### config.mk
export PLATFORM = sky130hd
export DESIGN_NAME = instr_fetch_unit
export DESIGN_NICKNAME = d
export VERILOG_FILES = /design/src/rtl/instr_fetch_unit_pkg.sv /design/src/rtl/instr_fetch_unit.sv
export SDC_FILE = /design/constraint.sdc
export NUM_CORES = 1
export LEC_CHECK = 0
export ABC_CLOCK_PERIOD_IN_PS = 6000
export BUFFER_PORTS_ARGS = -buffer_cell sky130_fd_sc_hd__buf_2
export CORE_ASPECT_RATIO = 0.75
export CORE_UTILIZATION = 35
export CTS_CLUSTER_DIAMETER = 120
export DETAILED_ROUTE_END_ITERATION = 8
export GPL_ROUTABILITY_DRIVEN = 0
export GPL_TIMING_DRIVEN = 0
export SETUP_SLACK_MARGIN = 0.5
export SLEW_MARGIN = 20
export SYNTH_ARGS = -nofsm -noshare
export SYNTH_HDL_FRONTEND = slang
export SYNTH_SLANG_ARGS = --single-unit
### constraint.sdc
create_clock -name clk -period 6 [get_ports clk]
set_input_delay 0.3 -clock clk [delete_from_list [all_inputs] [get_ports clk]]
set_output_delay 0.3 -clock clk [all_outputs]
set_load 0.005 [all_outputs]
### src/rtl/instr_fetch_unit_pkg.sv
// Shared processor package: opcode constants plus fetch FSM encoding.
// Fetch unit imports its state type and reset PC default from here.
package instr_fetch_unit_pkg;

  localparam logic [5:0] OP_ADD  = 6'h00;
  localparam logic [5:0] OP_ADDI = 6'h01;
  localparam logic [5:0] OP_LD   = 6'h02;
  localparam logic [5:0] OP_ST   = 6'h03;
  localparam logic [5:0] OP_BEQ  = 6'h04;
  localparam logic [5:0] OP_JMP  = 6'h05;
  localparam logic [5:0] OP_JR   = 6'h06;
  localparam logic [5:0] OP_HALT = 6'h3F;

  localparam logic [31:0] PC_RESET_DEF = 32'd0;

  typedef enum logic [1:0] {
    S_IDLE    = 2'd0,
    S_REQ     = 2'd1,
    S_DELIVER = 2'd2,
    S_HALT    = 2'd3
  } fetch_state_e;

endpackage

### src/rtl/instr_fetch_unit.sv
// Instruction fetch FSM: requests imem at pc, holds instr until
// the branch mux supplies a final next-PC or decode flags halt.
module instr_fetch_unit
  import instr_fetch_unit_pkg::*;
#(
  parameter int ADDR_W = 32,
  parameter logic [ADDR_W-1:0] RESET_PC = ADDR_W'(PC_RESET_DEF)
) (
  input  logic              clk,
  input  logic              rst,
  input  logic              en,
  output logic              imem_req,
  output logic [ADDR_W-1:0] imem_addr,
  input  logic              imem_ack,
  input  logic [31:0]       imem_rdata,
  output logic [31:0]       instr,
  output logic              instr_valid,
  output logic [ADDR_W-1:0] pc,
  input  logic [ADDR_W-1:0] npc,
  input  logic              npc_valid,
  input  logic              halt,
  output logic              halted,
  output logic [31:0]       fetch_count
);

  fetch_state_e      r_state;
  logic [ADDR_W-1:0] r_pc;
  logic [31:0]       r_instr;
  logic [31:0]       r_fetch_count;
  logic              r_imem_req;
  logic              r_instr_valid;
  logic              r_halted;

  always_ff @(posedge clk or posedge rst) begin
    if (rst) begin
      r_state       <= S_IDLE;
      r_pc          <= RESET_PC;
      r_instr       <= 32'd0;
      r_fetch_count <= 32'd0;
      r_imem_req    <= 1'b0;
      r_instr_valid <= 1'b0;
      r_halted      <= 1'b0;
    end else begin
      unique case (r_state)
        S_IDLE: begin
          if (en) begin
            r_state    <= S_REQ;
            r_imem_req <= 1'b1;
          end
        end
        // en is ignored here: an issued request always completes
        S_REQ: begin
          if (imem_ack) begin
            r_instr       <= imem_rdata;
            r_fetch_count <= r_fetch_count + 32'd1;
            r_state       <= S_DELIVER;
            r_imem_req    <= 1'b0;
            r_instr_valid <= 1'b1;
          end
        end
        S_DELIVER: begin
          if (halt) begin
            r_state       <= S_HALT;
            r_instr_valid <= 1'b0;
            r_halted      <= 1'b1;
          end else if (npc_valid) begin
            r_pc          <= npc;
            r_instr_valid <= 1'b0;
            r_state       <= en ? S_REQ : S_IDLE;
            r_imem_req    <= en;
          end
        end
        S_HALT: begin
          r_state <= S_HALT;
        end
        default: begin
          r_state <= S_IDLE;
        end
      endcase
    end
  end

  assign imem_req    = r_imem_req;
  assign imem_addr   = r_pc;
  assign pc          = r_pc;
  assign instr       = r_instr;
  assign instr_valid = r_instr_valid;
  assign halted      = r_halted;
  assign fetch_count = r_fetch_count;

endmodule

# --- After elaboration in Yosys (flattened, before gate mapping) ---
# Cells that the tools add are included.
word_totals:
  inputBits: 70
  ff_bits: 101
  elab_cells: 41
  output_inout_bits: 131
  n_memories: 0
  latchBits: 0
  rom_bits: 0
  ramBits: 0
op_classes:
  addsub: 1
  n_div: 0
  n_eq_ne: 8
  reduce_logical: 9
  muxes: 15
  n_lt_le_gt_ge: 0
  multipliers: 0
  n_shift: 0
  bitwise: 1
ops:
  columns: ["cell", "count"]
  rows:
  - ["$add 32x1->32 const B", 1]
  - ["$reduce_and 3->1", 3]
  - ["$mux 1", 8]
  - ["$mux 2", 4]
  - ["$ne 2x2->1 const B", 4]
  - ["$pmux 2 s4", 1]
  - ["$reduce_and 5->1", 1]
  - ["$eq 2x2->1 const B", 2]
  - ["$reduce_and 2->1", 2]
  - ["$ne 3x3->1 const B", 1]
  - ["$pmux 1 s3", 1]
  - ["$reduce_bool 3->1", 1]
  - ["$eq 2x1->1 const B", 1]
  - ["$logic_not 2->1", 1]
  - ["$pmux 1 s2", 1]
  - ["$reduce_bool 2->1", 1]
  - ["$not 1->1", 1]

# --- Longest topological paths before layout ---
# Gate-level depths: netlist of the first run.
depth:
  depth_word: 4
  ltp_mapped: 7
  ltp_nobuf: 5

# --- Worst setup path before layout of the first run ---
# OpenSTA, ideal clock, no wires.
synth_path:
  path_kind: "register to register"
  startpoint: "reg r_state[1]"
  endpoint: "reg r_fetch_count[25], in the netlist fetch_count[25]"
  n_path_buf: 2
  period_less_slack_ns: 1.860
  required_time_ns: 5.921
  setup_slack_ns: 4.140
  arrival_time_ns: 1.780
  path_stages_with_launch: 7
  setup_time_ns: 0.079
  cell_sequence: "dfrtp_1 nand3b_4 buf_6 or4_4 buf_6 nor4_4 xor2_1"
synth_via:
  elab_chain_cells: 2
synth_lines:
  columns: ["item", "line", "source"]
  rows:
  - ["from (decl)", "instr_fetch_unit.sv:26", "fetch_state_e r_state;"]
  - ["from (signal assigned)", "instr_fetch_unit.sv:69", "r_state <= en ? S_REQ : S_IDLE;"]
  - ["$eq 2x1->1", "instr_fetch_unit.sv:44", "unique case (r_state)"]
  - ["$reduce_and 2->1 (no line)", null, null]
  - ["to (signal assigned)", "instr_fetch_unit.sv:55", "r_fetch_count <= r_fetch_count + 32'd1;"]
  - ["to (decl)", "instr_fetch_unit.sv:29", "logic [31:0] r_fetch_count;"]
# No other way between the ends.
# A chain may end at the register's enable or synchronous reset.

# --- Worst setup path after layout of the first run ---
layout_path:
  startpoint: "reg r_state[1]"
  endpoint: "reg r_fetch_count[31], in the netlist fetch_count[31]"
# The elaborated chain is that of the path after synthesis.

==> reports/metrics.cfg, run 1 <==
[pwr]
power_density_mw_per_mm2=388
internal-power_mw=1.64
seqPwrFrac_pct=45.1
leakage_nw=3.33
pwr-share-comb_pct=30.3
ir_drop_v=0.000153
switching_power_uw=654
p_clk_share_pct=24.6
netSwitchingFraction_pct=28.6

[worst_setup_path]
cp.required_ns=6.26
worstReg2RegStart=r_state[1]$_DFFE_PP0P_
critPathKind=reg2reg
r2r_setup_slack_ns=3.95
rr_worst_depth=6
worst_setup_path_start_kind=flip-flop
crit_path_end=fetch_count[31]$_DFFE_PP0P_
cp_max_fo=10
cp_data_arrival_time_ns=2.30
rr_endpoint=fetch_count[31]$_DFFE_PP0P_
crit_start=r_state[1]$_DFFE_PP0P_
critPathCaptureType=flip-flop

[clock_tree]
root_buffer=clkbuf_16
cts.sinks=101
cts_setup_buffers=0
clk_latency_ns=0.33
cts_resized=0
cts-buffers-inserted=9
cts_hold_buf=0
clkTransAtPathRegs_ns=0.06
clockBufferDepth=2
cts_max_level=3
cts_tree=built

[detailed_routing]
wl_um=10400
viasPerCell=4.44
drtIter0Drc=112
first_pass_iters=4
drt-wirelength-per-cell_um=13.3
drc=0
ant_nets=0
vias=3470

[logic_synthesis]
synth_area_leaders=dfrtp_1 58%, nand2_1 9.4%, mux2_2 8.2%
synth_seq_cells=101
syn_avg_cell_area_um2=10.8
ys_seq_area_share_pct=57.8
synthesis.nets=475
async_reset_ff_share_pct=100
yosysTopAreaCellShare_pct=57.8
ys.flop_type=dfrtp_1
yosys_warnings=0
netlist_area_mm2=0.00438
synth_commonest_cells=109 x nand2_1, 101 x dfrtp_1, 33 x buf_4, 32 x mux2_2, 17 x xor2_1
synth.distinct_cells=29
syn_inst=404
yosysMostFrequentCell=nand2_1
synth-edff-count=0
synth_top_area_cell=dfrtp_1

[timing]
fmax_ghz=0.488
rsz0062_at_grt=false
setup_viol=0
maxSlewHeadroom_pct=67.9
worst_pin_slew_ns=0.481
skew_ns=0.00408
final.min_clock_period_ns=2.05
final-max-slew-violation-count=0
finalHoldViolCount=4
fin_hold_ws_ns=-0.0141
finalSetupTns_ns=0
period_share_pct=34.1

[place]
dp.final_hpwl_um=7940
portBuffers=200
dp_cells=767

[floorplanning]
dieArea_mm2=0.0130
ioPinCount=201
dieWidth_um=131
initial_core_util_pct=36.9
core_mm2=0.0119
rows=34
die_h_um=98.8

[layout]
nets=687
area_delta_synth_final_pct=34.7
n_antenna_cell=0
stdcell_count=782
final_core_util_pct=49.7
drive_above_1_share_pct=47.1

[status]
violations=hold timing
status=finished, violations left

[global_routing]
grt_pass1_wl_um=17000
grt_pass1_vias=3403
grtUsageTotal_pct=16.5
grt_max_degree=52
gr-total-overflow=0
antenna_found_initial=0

[job]
cap_violations=0

[worst_hold_path]
hold_path.class=in2async

stage by stage:
step                      cell area, um2  total power, mW  setup WS [ns]
after floorplan                     4380             1.36           3.05
after global placement              5580             1.73           1.86
after detailed placement            5610             1.75           3.96
after CTS                           5890             2.33           3.93
after global routing                5890             2.45           3.77
final                               5890             2.29           3.95
worst min path at each step:
stage | startpoint | end | slack [ns] | depth (start not counted)
after global routing | rst | imem_addr[25]$_DFFE_PP0P_ | 0.01 | 2
after global placement | fetch_count[31]$_DFFE_PP0P_ | fetch_count[31]$_DFFE_PP0P_ | 0.45 | 1
after detailed placement | rst | imem_addr[25]$_DFFE_PP0P_ | 0.37 | 2
after floorplan | npc_valid | r_state[1]$_DFFE_PP0P_ | 0.39 | 1
final | rst | imem_addr[25]$_DFFE_PP0P_ | -0.01 | 2
after CTS | rst | imem_addr[25]$_DFFE_PP0P_ | 0.0005 | 2
sequential cells by signal, summed over array words and instances, names as in the netlist:
signal / cells
r_state: 2
instr: 32
halted: 1
imem_req: 1
imem_addr: 32
fetch_count: 32
instr_valid: 1
cell type report:
cell class,instances,area (um2)
fill,1122,5970
sequential,101,2530
multi-input combinational,238,1460
timing repair buffer,201,1030
buffer,52,338
clock buffer,11,233
tap,162,203
inverter,13,53.8
clock inverter,4,50.0
cells in the final DEF, fill, tap and decap left out:
| master | n |
|---|---|
| buf_6 | 2 |
| dfrtp_1 | 101 |
| nor2_1 | 12 |
| buf_4 | 33 |
| a31o_2 | 1 |
| inv_1 | 12 |
| a21o_1 | 1 |
| nand4_1 | 7 |
| nor4_1 | 3 |
| or4_1 | 4 |
| nor3_1 | 13 |
| xor2_1 | 17 |
| a222oi_1 | 1 |
| inv_6 | 1 |
| and3_1 | 2 |
| clkbuf_1 | 15 |
| xnor2_1 | 14 |
| nor4_4 | 2 |
| or4_4 | 1 |
| mux2i_1 | 1 |
| clkinvlp_4 | 2 |
| ha_1 | 1 |
| a21oi_1 | 5 |
| bufinv_16 | 1 |
| buf_16 | 1 |
| nand2_1 | 109 |
| nand3b_4 | 1 |
| nand3_1 | 6 |
| clkbuf_16 | 9 |
| clkinv_2 | 1 |
| buf_2 | 203 |
| o21ai_0 | 3 |
| buf_1 | 1 |
| or2_2 | 2 |
| mux2_2 | 32 |
cell families (layout without fill, tap and decap cells):
group           after synthesis  after routing  synth area share (%)
compound gates               11             11                  1.52
xor+xnor                     31             31                  6.21
fa+ha+maj                     1              1                 0.286
buf+inv                      65            281                  8.84
flops                       101            101                  57.8
mux                          33             33                  8.46
simple gates                162            162                  16.9
critical path, stage by stage, from the launching register on:
cell and delay (ns):
dfrtp_1 0.47, nand3b_4 0.21, buf_6 0.15, or4_4 0.53
buf_6 0.16, nor4_4 0.27, xor2_1 0.18
power by group through the flow:
stage / Clock (mW) / Sequential [mW] / Combinational (mW)
floorplan: 0 / 1.05 / 0.314
CTS: 0.587 / 1.04 / 0.711
global route: 0.615 / 1.06 / 0.773
global placement: 0 / 1.03 / 0.702
detailed placement: 0 / 1.04 / 0.712
finish: 0.563 / 1.03 / 0.695
per-layer routing:
metal,GRT usage (%),vias up,wire length [um]
met5,0,-,0
li1,-,1692,-
met3,6.17,9,909
met2,27.2,148,4880
met1,20.5,1621,4500
met4,4.07,0,97
(Power assumes the default switching activity.)
==> run 2, diff against run 1 <==
--- a/config.mk
+++ b/config.mk
@@ -5,7 +5,8 @@
 export SDC_FILE = /design/constraint.sdc
 export NUM_CORES = 1
 export LEC_CHECK = 0
-export ABC_CLOCK_PERIOD_IN_PS = 6000
+export ABC_AREA = 1
+export ABC_CLOCK_PERIOD_IN_PS = 1800
 export BUFFER_PORTS_ARGS = -buffer_cell sky130_fd_sc_hd__buf_2
 export CORE_ASPECT_RATIO = 0.75
 export CORE_UTILIZATION = 35
==> constraint.sdc (replaced) <==
create_clock -name clk -period 1.8 [get_ports clk]
set_input_delay 0.09 -clock clk [delete_from_list [all_inputs] [get_ports clk]]
set_output_delay 0.09 -clock clk [all_outputs]
set_load 0.005 [all_outputs]
==> reports/metrics.cfg, run 2 <==
[timing]
fmax_ghz=0.730
finalHoldViolCount=0
final-max-slew-violation-count=0
fin_hold_ws_ns=0.0395
final.min_clock_period_ns=1.37
maxSlewHeadroom_pct=74.6
worst_slack_ns=0.430
rsz0062_at_grt=true
setup_viol=0
worst_pin_slew_ns=0.380
skew_ns=0.0112
period_share_pct=76.1

[worst_setup_path]
cp_max_fo=10
rr_endpoint=imem_addr[1]$_DFFE_PP0P_
critPathKind=reg2reg
worst_setup_path_start_kind=flip-flop
critPathTopFamily=simple AND/OR/NAND/NOR gates
crit_path_max_incr_delay_ns=0.37
rr_worst_depth=7
path_buf_inv=3
cp.required_ns=2.02
worstReg2RegStart=r_state[1]$_DFFE_PP0P_
cpMostUsedCell=buf_6
r2r_setup_slack_ns=0.43
critPathCaptureType=flip-flop
path_cells=inv_2 -> buf_6 -> nor2_4 -> nand3b_4 -> buf_6 -> nand2_1 -> o21ai_0
cp_data_arrival_time_ns=1.59
slowest_stage=dfrtp_1

[detailed_routing]
drt-wirelength-per-cell_um=13.5
viasPerCell=4.43
ant_nets=0
drc=0
wl_um=14500
vias=4771
drtIter0Drc=157
first_pass_iters=4

[layout]
final_cell_area_mm2=0.00789
final_common_cell=buf_2
most-common-layout-cells=201 x buf_2, 195 x nand2_1, 96 x dfrtp_1, 66 x dlygate4sd3_1, 59 x buf_4
stdcell_count=1076
area_delta_synth_final_pct=66.1
drive_above_1_share_pct=43.8
nets=971
n_antenna_cell=0
nFillCells=1088

[logic_synthesis]
synth_top_area_cell=dfrtp_1
syn_avg_cell_area_um2=8.14
yosysMostFrequentCell=nand2_1
synthSimpleGateAreaFrac_pct=28.3
synthesis.nets=655
ys.flop_type=dfrtp_1
synth-compound-area-share_pct=4.37
async_reset_ff_share_pct=100
yosysTopAreaCellShare_pct=53.2
netlist_area_mm2=0.00475
synth-edff-count=0
synth_top_family_by_area=simple AND/OR/NAND/NOR gates
synth_seq_cells=101
synth_xor_area_share_pct=2.21
ys_seq_area_share_pct=53.2
synthAdderAreaFrac_pct=0.263
synthMuxAreaShare_pct=0
yosys_warnings=0
synth_commonest_cells=238 x nand2_1, 101 x dfrtp_1, 62 x inv_1, 39 x nor2_1, 36 x buf_4
syn_inst=584
synth_area_leaders=dfrtp_1 53%, nand2_1 19%, buf_4 5.7%
synth.distinct_cells=26

[clock_tree]
cts_max_level=3
cts.sinks=101
clockBufferDepth=2
root_buffer=clkbuf_16
clk_latency_ns=0.35
clkTransAtPathRegs_ns=0.07
cts-buffers-inserted=9
cts_tree=built

[floorplanning]
core_mm2=0.0131
die_h_um=103
rows=36
ioPinCount=201
dieArea_mm2=0.0141
initial_core_util_pct=36.3
dieWidth_um=137

[place]
portBuffers=200
dp_slack_ns=0.238
dp_cells=958
place_area_mm2=0.00603
dp.final_hpwl_um=9560

[pwr]
leakage_nw=4.31
power_mw=9.71
ir_drop_v=0.00104
power_density_mw_per_mm2=1230

[global_routing]
antenna_found_initial=0
gr-total-overflow=0
grtUsageTotal_pct=19.5
grt_max_degree=33
grt_pass1_wl_um=21100
grt_pass1_vias=4403

[worst_hold_path]
hold_depth=3
hold_path.class=in2reg
min_to=r_state[0]$_DFFE_PP0P_
min-delay-start=en

[job]
cap_violations=0

[status]
status=complete, no violations

-- run 2: cell types whose count changed after synthesis, moves of 12 or more --
cell,previous run,this run
nand3_1,6,18
mux2_2,32,0
nor2_1,12,39
o21ai_0,3,35
nand2_1,109,238
inv_1,13,62
-- run 2: per-stage QoR --
stage | util [%] | TNS, ns
6_report | 60.2 | 0
5_1_grt | 60.2 | 0
4_1_cts | 55.3 | 0
3_5_place_dp | 46.0 | 0
3_3_place_gp | 45.6 | -21.61
2_1_floorplan | - | 0
-- run 2: final cells by class --
class                      instances  area [um2]  share of cell area [%]
tap                              171         214                    2.71
clock buffer                      11         253                    3.20
buffer                            46         417                    5.28
multi-input combinational        376        2060                    26.0
inverter                          63         253                    3.20
sequential                       101        2530                    32.1
timing repair buffer             303        2100                    26.6
clock inverter                     5        65.1                   0.824
-- run 2: cells by family (layout without fill, tap and decap cells) --
kind of cell               count (synthesis)  in the layout
xor gates and xnor gates                  12             12
AOI/OAI and AO/OA                         40             40
and+or+nand+nor                          321            323
adders and majority gates                  1              1
buffers and inverters                    109            428
DFF                                      101            101
-- run 2: how the worst max path moves through the flow --
stage | depth (start not counted) | endpoint | startpoint | slack (ns)
after floorplan | 1 | fetch_count[0]$_DFFE_PP0P_ | rst | 0.51
after global placement | 2 | instr[17]$_DFFE_PP0P_ | rst | -0.22
after detailed placement | 8 | fetch_count[28]$_DFFE_PP0P_ | fetch_count[0]$_DFFE_PP0P_ | 0.24
after CTS | 8 | fetch_count[18]$_DFFE_PP0P_ | fetch_count[1]$_DFFE_PP0P_ | 0.40
after global routing | 7 | imem_addr[0]$_DFFE_PP0P_ | r_state[1]$_DFFE_PP0P_ | 0.36
final | 7 | imem_addr[1]$_DFFE_PP0P_ | r_state[1]$_DFFE_PP0P_ | 0.43
-- run 2: timing repair --
action | CTS | global route
pin swaps | 14 | 19
endpoints found under the hold margin | 78 | 2
hold buffers | 64 | 2
buffers inserted | 13 | 14
cloned | 1 | 8
resized for setup | 49 | 125
endpoints found under the setup margin | 87 | 86
-- run 2: metal layers --
metal | wire [um] | up-vias | GRT usage (%)
li1 | - | 2386 | -
met1 | 6560 | 2208 | 24.7
met2 | 6890 | 158 | 32.6
met3 | 838 | 19 | 5.01
met4 | 224 | 0 | 6.50
met5 | 0 | - | 0
-- run 2: worst register-to-register path, delay by kind of cell, from the launching register on --
kind            cells  cell delay [ns]
simple gates        3             0.43
buf+inv             3             0.36
compound gates      1             0.08
flops               1             0.37
-- run 2: power by group --
part	internal, mW	total [mW]	switching (mW)
Combinational	2.22	4.01	1.79
Clock	1.17	2.07	0.900
Sequential	3.04	3.63	0.585
